`src/rtl/axis_fifo_pkg.sv`:
```
// Shared types and sizing helpers for the AXI-Stream handshake FIFO.
package axis_fifo_pkg;

  localparam int unsigned DefDataWidth = 16;
  localparam int unsigned DefUserWidth = 1;

  // One stream beat at the default widths.
  typedef struct packed {
    logic [DefDataWidth-1:0] tdata;
    logic [DefUserWidth-1:0] tuser;
    logic                    tlast;
  } axis_beat_t;

  // Level counts RAM words plus the output register: 0..fifo_len+1.
  function automatic int unsigned calc_lvl_width(input int unsigned fifo_len);
    return $clog2(fifo_len + 2);
  endfunction

  // RAM address width; pointers carry one extra wrap bit on top of this.
  function automatic int unsigned calc_ptr_width(input int unsigned fifo_len);
    return $clog2(fifo_len);
  endfunction

endpackage

```
`src/rtl/axis_fifo_hs_sdp_ram.sv`:
```
// Simple dual-port RAM: synchronous write, asynchronous read so the head word
// is available in the same cycle it is addressed (first-word fall-through).
module axis_fifo_hs_sdp_ram #(
  parameter int unsigned Width = 8,
  parameter int unsigned Depth = 16,
  localparam int unsigned AddrWidth = $clog2(Depth)
) (
  input  logic                 clk_i,
  input  logic                 we_i,
  input  logic [AddrWidth-1:0] waddr_i,
  input  logic [Width-1:0]     wdata_i,
  input  logic [AddrWidth-1:0] raddr_i,
  output logic [Width-1:0]     rdata_o
);

  logic [Width-1:0] mem_q [Depth];

  // Write port; storage is never reset so it maps onto distributed RAM.
  always_ff @(posedge clk_i) begin
    if (we_i) begin
      mem_q[waddr_i] <= wdata_i;
    end
  end

  assign rdata_o = mem_q[raddr_i];

endmodule

```
`src/rtl/axis_fifo_hs.sv`:
```
// Single-clock AXI-Stream FIFO: RAM plus one output register, full handshaking,
// fill level, almost-full/almost-empty flags and optional drop-when-full mode.
module axis_fifo_hs
  import axis_fifo_pkg::*;
#(
  parameter int unsigned DATA_WIDTH       = 16,
  parameter int unsigned USER_WIDTH       = 1,
  parameter int unsigned FIFO_LEN         = 16,
  parameter int unsigned ALMOST_FULL_LVL  = FIFO_LEN - 2,
  parameter int unsigned ALMOST_EMPTY_LVL = 2,
  parameter bit          DROP_WHEN_FULL   = 1'b0,
  localparam int unsigned LVL_WIDTH       = calc_lvl_width(FIFO_LEN)
) (
  input  logic                  clk_i,
  input  logic                  reset_ni,
  input  logic                  clear_i,
  input  logic [DATA_WIDTH-1:0] s_axis_in_tdata,
  input  logic [USER_WIDTH-1:0] s_axis_in_tuser,
  input  logic                  s_axis_in_tlast,
  input  logic                  s_axis_in_tvalid,
  output logic                  s_axis_in_tready,
  output logic [DATA_WIDTH-1:0] m_axis_out_tdata,
  output logic [USER_WIDTH-1:0] m_axis_out_tuser,
  output logic                  m_axis_out_tlast,
  output logic                  m_axis_out_tvalid,
  input  logic                  m_axis_out_tready,
  output logic [LVL_WIDTH-1:0]  m_axis_out_tlevel,
  output logic                  almost_full_o,
  output logic                  almost_empty_o,
  output logic                  overflow_o,
  output logic [15:0]           drop_cnt_o
);

  localparam int unsigned PtrWidth = calc_ptr_width(FIFO_LEN);
  localparam int unsigned PtrFull  = PtrWidth + 1;

  typedef struct packed {
    logic [DATA_WIDTH-1:0] tdata;
    logic [USER_WIDTH-1:0] tuser;
    logic                  tlast;
  } beat_t;

  logic [PtrWidth:0]    wr_ptr_q, wr_ptr_d, rd_ptr_q, rd_ptr_d;
  beat_t                in_beat, ram_rdata, out_q, out_d;
  logic                 out_valid_q, out_valid_d;
  logic                 full_q, full_d;
  logic                 tready_q, tready_d;
  logic [LVL_WIDTH-1:0] level_q, level_d;
  logic                 afull_q, afull_d, aempty_q, aempty_d;
  logic                 ovf_q, ovf_d;
  logic [15:0]          drop_cnt_q, drop_cnt_d;

  logic in_ready, wr_ok, dropped, pop, load, ram_rd, bypass, ram_we;

  assign in_beat = '{tdata: s_axis_in_tdata, tuser: s_axis_in_tuser, tlast: s_axis_in_tlast};

  // Drop mode never stalls the source; full_q decides whether a beat is kept.
  assign in_ready = DROP_WHEN_FULL ? 1'b1 : tready_q;
  assign wr_ok    = s_axis_in_tvalid && in_ready && !full_q && !clear_i;
  assign dropped  = DROP_WHEN_FULL && s_axis_in_tvalid && full_q && !clear_i;
  assign pop      = out_valid_q && m_axis_out_tready;
  assign load     = !out_valid_q || pop;
  // RAM head has priority; an incoming beat bypasses the RAM only when it is empty.
  assign ram_rd   = load && (wr_ptr_q != rd_ptr_q);
  assign bypass   = load && (wr_ptr_q == rd_ptr_q) && wr_ok;
  assign ram_we   = wr_ok && !bypass;

  axis_fifo_hs_sdp_ram #(
    .Width ($bits(beat_t)),
    .Depth (FIFO_LEN)
  ) u_ram (
    .clk_i   (clk_i),
    .we_i    (ram_we),
    .waddr_i (wr_ptr_q[PtrWidth-1:0]),
    .wdata_i (in_beat),
    .raddr_i (rd_ptr_q[PtrWidth-1:0]),
    .rdata_o (ram_rdata)
  );

  // Next state for pointers, output register, level and status; clear flushes.
  always_comb begin
    wr_ptr_d    = wr_ptr_q + PtrFull'(ram_we);
    rd_ptr_d    = rd_ptr_q + PtrFull'(ram_rd);
    out_d       = out_q;
    out_valid_d = out_valid_q;
    if (load) begin
      if (ram_rd) begin
        out_d       = ram_rdata;
        out_valid_d = 1'b1;
      end else if (bypass) begin
        out_d       = in_beat;
        out_valid_d = 1'b1;
      end else begin
        out_valid_d = 1'b0;
      end
    end
    level_d    = level_q + LVL_WIDTH'(wr_ok) - LVL_WIDTH'(pop);
    ovf_d      = ovf_q | dropped;
    drop_cnt_d = (dropped && (drop_cnt_q != 16'hFFFF)) ? drop_cnt_q + 16'd1 : drop_cnt_q;

    if (clear_i) begin
      wr_ptr_d    = '0;
      rd_ptr_d    = '0;
      out_d       = '0;
      out_valid_d = 1'b0;
      level_d     = '0;
      ovf_d       = 1'b0;
      drop_cnt_d  = '0;
    end

    // MSBs differ with equal low bits: RAM holds exactly FIFO_LEN words.
    full_d   = (wr_ptr_d[PtrWidth] != rd_ptr_d[PtrWidth]) &&
               (wr_ptr_d[PtrWidth-1:0] == rd_ptr_d[PtrWidth-1:0]);
    tready_d = !full_d;
    afull_d  = 32'(level_d) >= ALMOST_FULL_LVL;
    aempty_d = 32'(level_d) <= ALMOST_EMPTY_LVL;
  end

  // State registers with synchronous active-low reset.
  always_ff @(posedge clk_i) begin
    if (!reset_ni) begin
      wr_ptr_q    <= '0;
      rd_ptr_q    <= '0;
      out_q       <= '0;
      out_valid_q <= 1'b0;
      full_q      <= 1'b0;
      tready_q    <= 1'b0;
      level_q     <= '0;
      afull_q     <= (ALMOST_FULL_LVL == 0);
      aempty_q    <= 1'b1;
      ovf_q       <= 1'b0;
      drop_cnt_q  <= '0;
    end else begin
      wr_ptr_q    <= wr_ptr_d;
      rd_ptr_q    <= rd_ptr_d;
      out_q       <= out_d;
      out_valid_q <= out_valid_d;
      full_q      <= full_d;
      tready_q    <= tready_d;
      level_q     <= level_d;
      afull_q     <= afull_d;
      aempty_q    <= aempty_d;
      ovf_q       <= ovf_d;
      drop_cnt_q  <= drop_cnt_d;
    end
  end

  assign s_axis_in_tready  = in_ready;
  assign m_axis_out_tdata  = out_q.tdata;
  assign m_axis_out_tuser  = out_q.tuser;
  assign m_axis_out_tlast  = out_q.tlast;
  assign m_axis_out_tvalid = out_valid_q;
  assign m_axis_out_tlevel = level_q;
  assign almost_full_o     = afull_q;
  assign almost_empty_o    = aempty_q;
  assign overflow_o        = ovf_q;
  assign drop_cnt_o        = drop_cnt_q;

endmodule

```
`config.mk`:
```
export PLATFORM = sky130hd
export DESIGN_NAME = axis_fifo_hs
export DESIGN_NICKNAME = d
export VERILOG_FILES = /design/src/rtl/axis_fifo_pkg.sv /design/src/rtl/axis_fifo_hs_sdp_ram.sv /design/src/rtl/axis_fifo_hs.sv
export SDC_FILE = /design/constraint.sdc
export NUM_CORES = 1
export LEC_CHECK = 0
export BUFFER_PORTS_ARGS = -buffer_cell sky130_fd_sc_hd__buf_4
export CORE_ASPECT_RATIO = 1.75
export CORE_MARGIN = 8
export CORE_UTILIZATION = 45
export DETAILED_ROUTE_END_ITERATION = 10
export PLACE_DENSITY = 0.59
export SLEW_MARGIN = 20
export SYNTH_ARGS = -nofsm -noshare
export SYNTH_HDL_FRONTEND = slang
export SYNTH_SLANG_ARGS = --single-unit
```
`constraint.sdc`:
```
create_clock -name clk_i -period 4.3 [get_ports clk_i]
set_input_delay 0.215 -clock clk_i [delete_from_list [all_inputs] [get_ports clk_i]]
set_output_delay 0.215 -clock clk_i [all_outputs]
set_load 0.02 [all_outputs]
```
==> impl_metrics.env <==
export IMPL_critPathKind="flip-flop to flip-flop"
export IMPL_viasPerCell=5.622
export IMPL_postRouteAntennaNets=0
export IMPL_cp_arrival_ns=3.19
export IMPL_core_um2=28520
export IMPL_clk_latency_ns=0.55
export IMPL_synth_edf_count=288
export IMPL_grt_setup_unrepaired="false"
export IMPL_via_count=6836
export IMPL_rows=82
export IMPL_hold_path_class="primary input to flip-flop"
export IMPL_fin_tns_setup_ns=0
export IMPL_netlist_top_cells_area="edfxtp_1 67%, mux4_2 9.4%, dfxtp_1 5.9%, mux2i_1 2.8%, nand2_1 2.0%"
export IMPL_cts_htree_levels=1
export IMPL_required_ns=4.55
export IMPL_p_leak_nw=4.845
export IMPL_hpwl_um=18500
export IMPL_die_x_um=144.5
export IMPL_critical_path_top_delay_family="simple AND/OR/NAND/NOR gates"
export IMPL_ys_seq_area_share_pct=72.41
export IMPL_r2r_start="wr_ptr_q[3]"
export IMPL_drcViolationCount=0
export IMPL_cellPowerDensity_nw_per_um2=409.3
export IMPL_wire_per_inst_um=25.30
export IMPL_numCtsBuffers=28
export IMPL_start_util_pct=45.56
export IMPL_grt_max_degree=62
export IMPL_crit_path_end_kind="flip-flop"
export IMPL_crit_slowest_cell="nor3_2"
export IMPL_syn_area_um2=12990
export IMPL_gr_total_overflow=0
export IMPL_post_cts_buffers=0
export IMPL_synth_avg_cell_area_um2=17.68
export IMPL_final_nets=849
export IMPL_synth_cell_type_count=43
export IMPL_critPathMaxFanout=10
export IMPL_critPathMostFrequentCell="nand2_1"
export IMPL_yosysTopAreaCell="edfxtp_1"
export IMPL_crit_chain="xor2_1, nor2_2, nand2_1, o21bai_4, inv_2, nand2_1, nor3_2, buf_4"
export IMPL_port_buffers=49
export IMPL_path_clk_slew_ns=0.07
export IMPL_final_max_slew_violation_count=0
export IMPL_async_flop_share_pct=0
export IMPL_wirelength_um=30760
export IMPL_hold_viol=0
export IMPL_gr_usage_met3_pct=2.654
export IMPL_synth_seq_cells=326
export IMPL_dr_pass1_iters=5
export IMPL_fillCellCount=2372
export IMPL_status="complete, no violations"
export IMPL_cts_hold_buf=16
export IMPL_antenna_found_initial=0
export IMPL_critPathMaxStageDelay_ns=0.73
export IMPL_cts_tree="done"
export IMPL_timing_fmax_mhz=340.6
export IMPL_clk_path_buf_depth=3
export IMPL_design_die_area_um2=34780
export IMPL_skew_ns=0.01179
export IMPL_root_buffer="clkbuf_16"
export IMPL_maxCapViolations=0
export IMPL_post_cts_resized=0
export IMPL_grt_met2_usage_pct=32.37
export IMPL_drive_above_1_share_pct=24.82
export IMPL_synth_top_cells_by_count="288 x edfxtp_1, 68 x nand2_1, 54 x mux4_2"
export IMPL_area_growth_pct=14.26
export IMPL_drt_iter0_markers=531
export IMPL_top_usage_layer="met2"
export IMPL_finish_utilization_pct=52.05
export IMPL_yosysTopAreaCellShare_pct=66.56
export IMPL_met1_usage_pct=21.92
export IMPL_fin_crit_sh_pct=68.29
export IMPL_post_route_min_period_ns=2.936
export IMPL_relSlewSlack_pct=30.67
export IMPL_setup_viol=0
export IMPL_finalPower_mw=6.077
export IMPL_die_y_um=240.8
export IMPL_crit_path_start="wr_ptr_q[3]"
export IMPL_diodes=0
export IMPL_grt_pass1_vias=7328
export IMPL_yosysMostFrequentCell="edfxtp_1"
export IMPL_startpoint_type="flip-flop"
export IMPL_gp_congestion=0.7715
export IMPL_grt_pass1_wl_um=46240
export IMPL_yosys_warnings=0
export IMPL_tightest_slew_ns=1.038
export IMPL_holdCritStartpoint="s_axis_in_tdata[13]"
export IMPL_track_usage_pct=18.27
export IMPL_synthFlopType="edfxtp_1"
export IMPL_path_buf_inv=2
export IMPL_irDropWorstVdd_mv=0.2708
export IMPL_netlist_instances=735
export IMPL_pin_count=67
export IMPL_cts_num_sinks=326
-- path summary, 6_finish.rpt --
check	end	slack [ns]	depth (start not counted)
worst max-delay path	u_ram.mem_q[0][17]	1.36	8
worst max register to register	u_ram.mem_q[0][17]	1.36	8
worst min-delay path	u_ram.mem_q[14][15]	0.01	1
worst min register to register	wr_ptr_q[4]	0.58	2
-- metal layers --
| metal | vias to the layer above | wire [um] | part of all wire [%] |
|---|---|---|---|
| li1 | 3014 | - | - |
| met1 | 3549 | 11860 | 39 |
| met2 | 221 | 16140 | 52 |
| met3 | 52 | 1786 | 5.8 |
| met4 | 0 | 970 | 3.2 |
| met5 | - | 0 | 0 |
-- final cells by class --
cell class | count | area (um^2) | share of cell area [%]
sequential | 326 | 9417 | 63.43
multi-input combinational | 361 | 3293 | 22.18
clock buffer | 35 | 788.3 | 5.309
timing repair buffer | 91 | 723.2 | 4.871
tap | 378 | 473.0 | 3.186
clock inverter | 17 | 122.6 | 0.8259
inverter | 8 | 30.03 | 0.2023
-- cells in the final DEF, fill, tap and decap left out, types with 10 or more instances in the layout --
master         Yosys  layout
edfxtp_1         288     288
buf_4             25      75
nand2_1           68      68
mux4_2            54      54
mux2i_1           36      36
dfxtp_1           38      36
clkbuf_16          0      29
nor2_1            28      19
a31oi_1           19      19
conb_1             1      17
o221ai_1          16      16
dlygate4sd3_1      0      16
xor2_1            12      12
nand3_1           12      12
o21ai_0           11      11
a21oi_1           11      11
and2_1            10      10
a221oi_1          10      10
a21o_1            10      10
-- cells by family (layout without fill, tap and decap cells) --
| group | after synthesis | after routing | share of synthesized area [%] |
|---|---|---|---|
| muxes | 90 | 90 | 12.13 |
| buffers and inverters | 64 | 151 | 3.255 |
| AOI/OAI and AO/OA | 83 | 83 | 4.766 |
| xor gates and xnor gates | 20 | 20 | 1.348 |
| adders and majority gates | 10 | 10 | 1.021 |
| DFF | 326 | 326 | 72.41 |
| other | 1 | 17 | 0.02886 |
| and+or+nand+nor | 141 | 141 | 5.036 |
-- sequential cells by signal (all words and copies together), names as in the netlist --
name	cells
u_ram.mem_q	288
m_axis_out_tdata	16
m_axis_out_tlevel	5
rd_ptr_q	5
wr_ptr_q	5
almost_empty_o	1
almost_full_o	1
full_q	1
m_axis_out_tlast	1
m_axis_out_tuser	1
m_axis_out_tvalid	1
s_axis_in_tready	1
-- through the flow --
step | instance area [um^2] | cells | hold slack, ns | setup WS (ns)
floorplan | 13050 | 751 | 0.3139 | 0.9718
global placement | 13770 | 1148 | 0.4409 | 1.445
detailed placement | 13780 | 1148 | 0.4596 | 1.424
CTS | 14850 | 1216 | 0.001428 | 1.387
global route | 14850 | 1216 | 0.01264 | 1.206
finish | 14850 | 1216 | 0.01410 | 1.364
-- power by group --
part / internal (mW) / total, mW / leakage, nW / switching, mW
clock: 1.37 / 2.49 / 0.450 / 1.12
sequential: 3.44 / 3.45 / 2.90 / 0.00543
combinational: 0.0440 / 0.141 / 1.50 / 0.0965
total: 4.85 / 6.08 / 4.84 / 1.23
No activity file was read; power rests on OpenSTA's default activity.
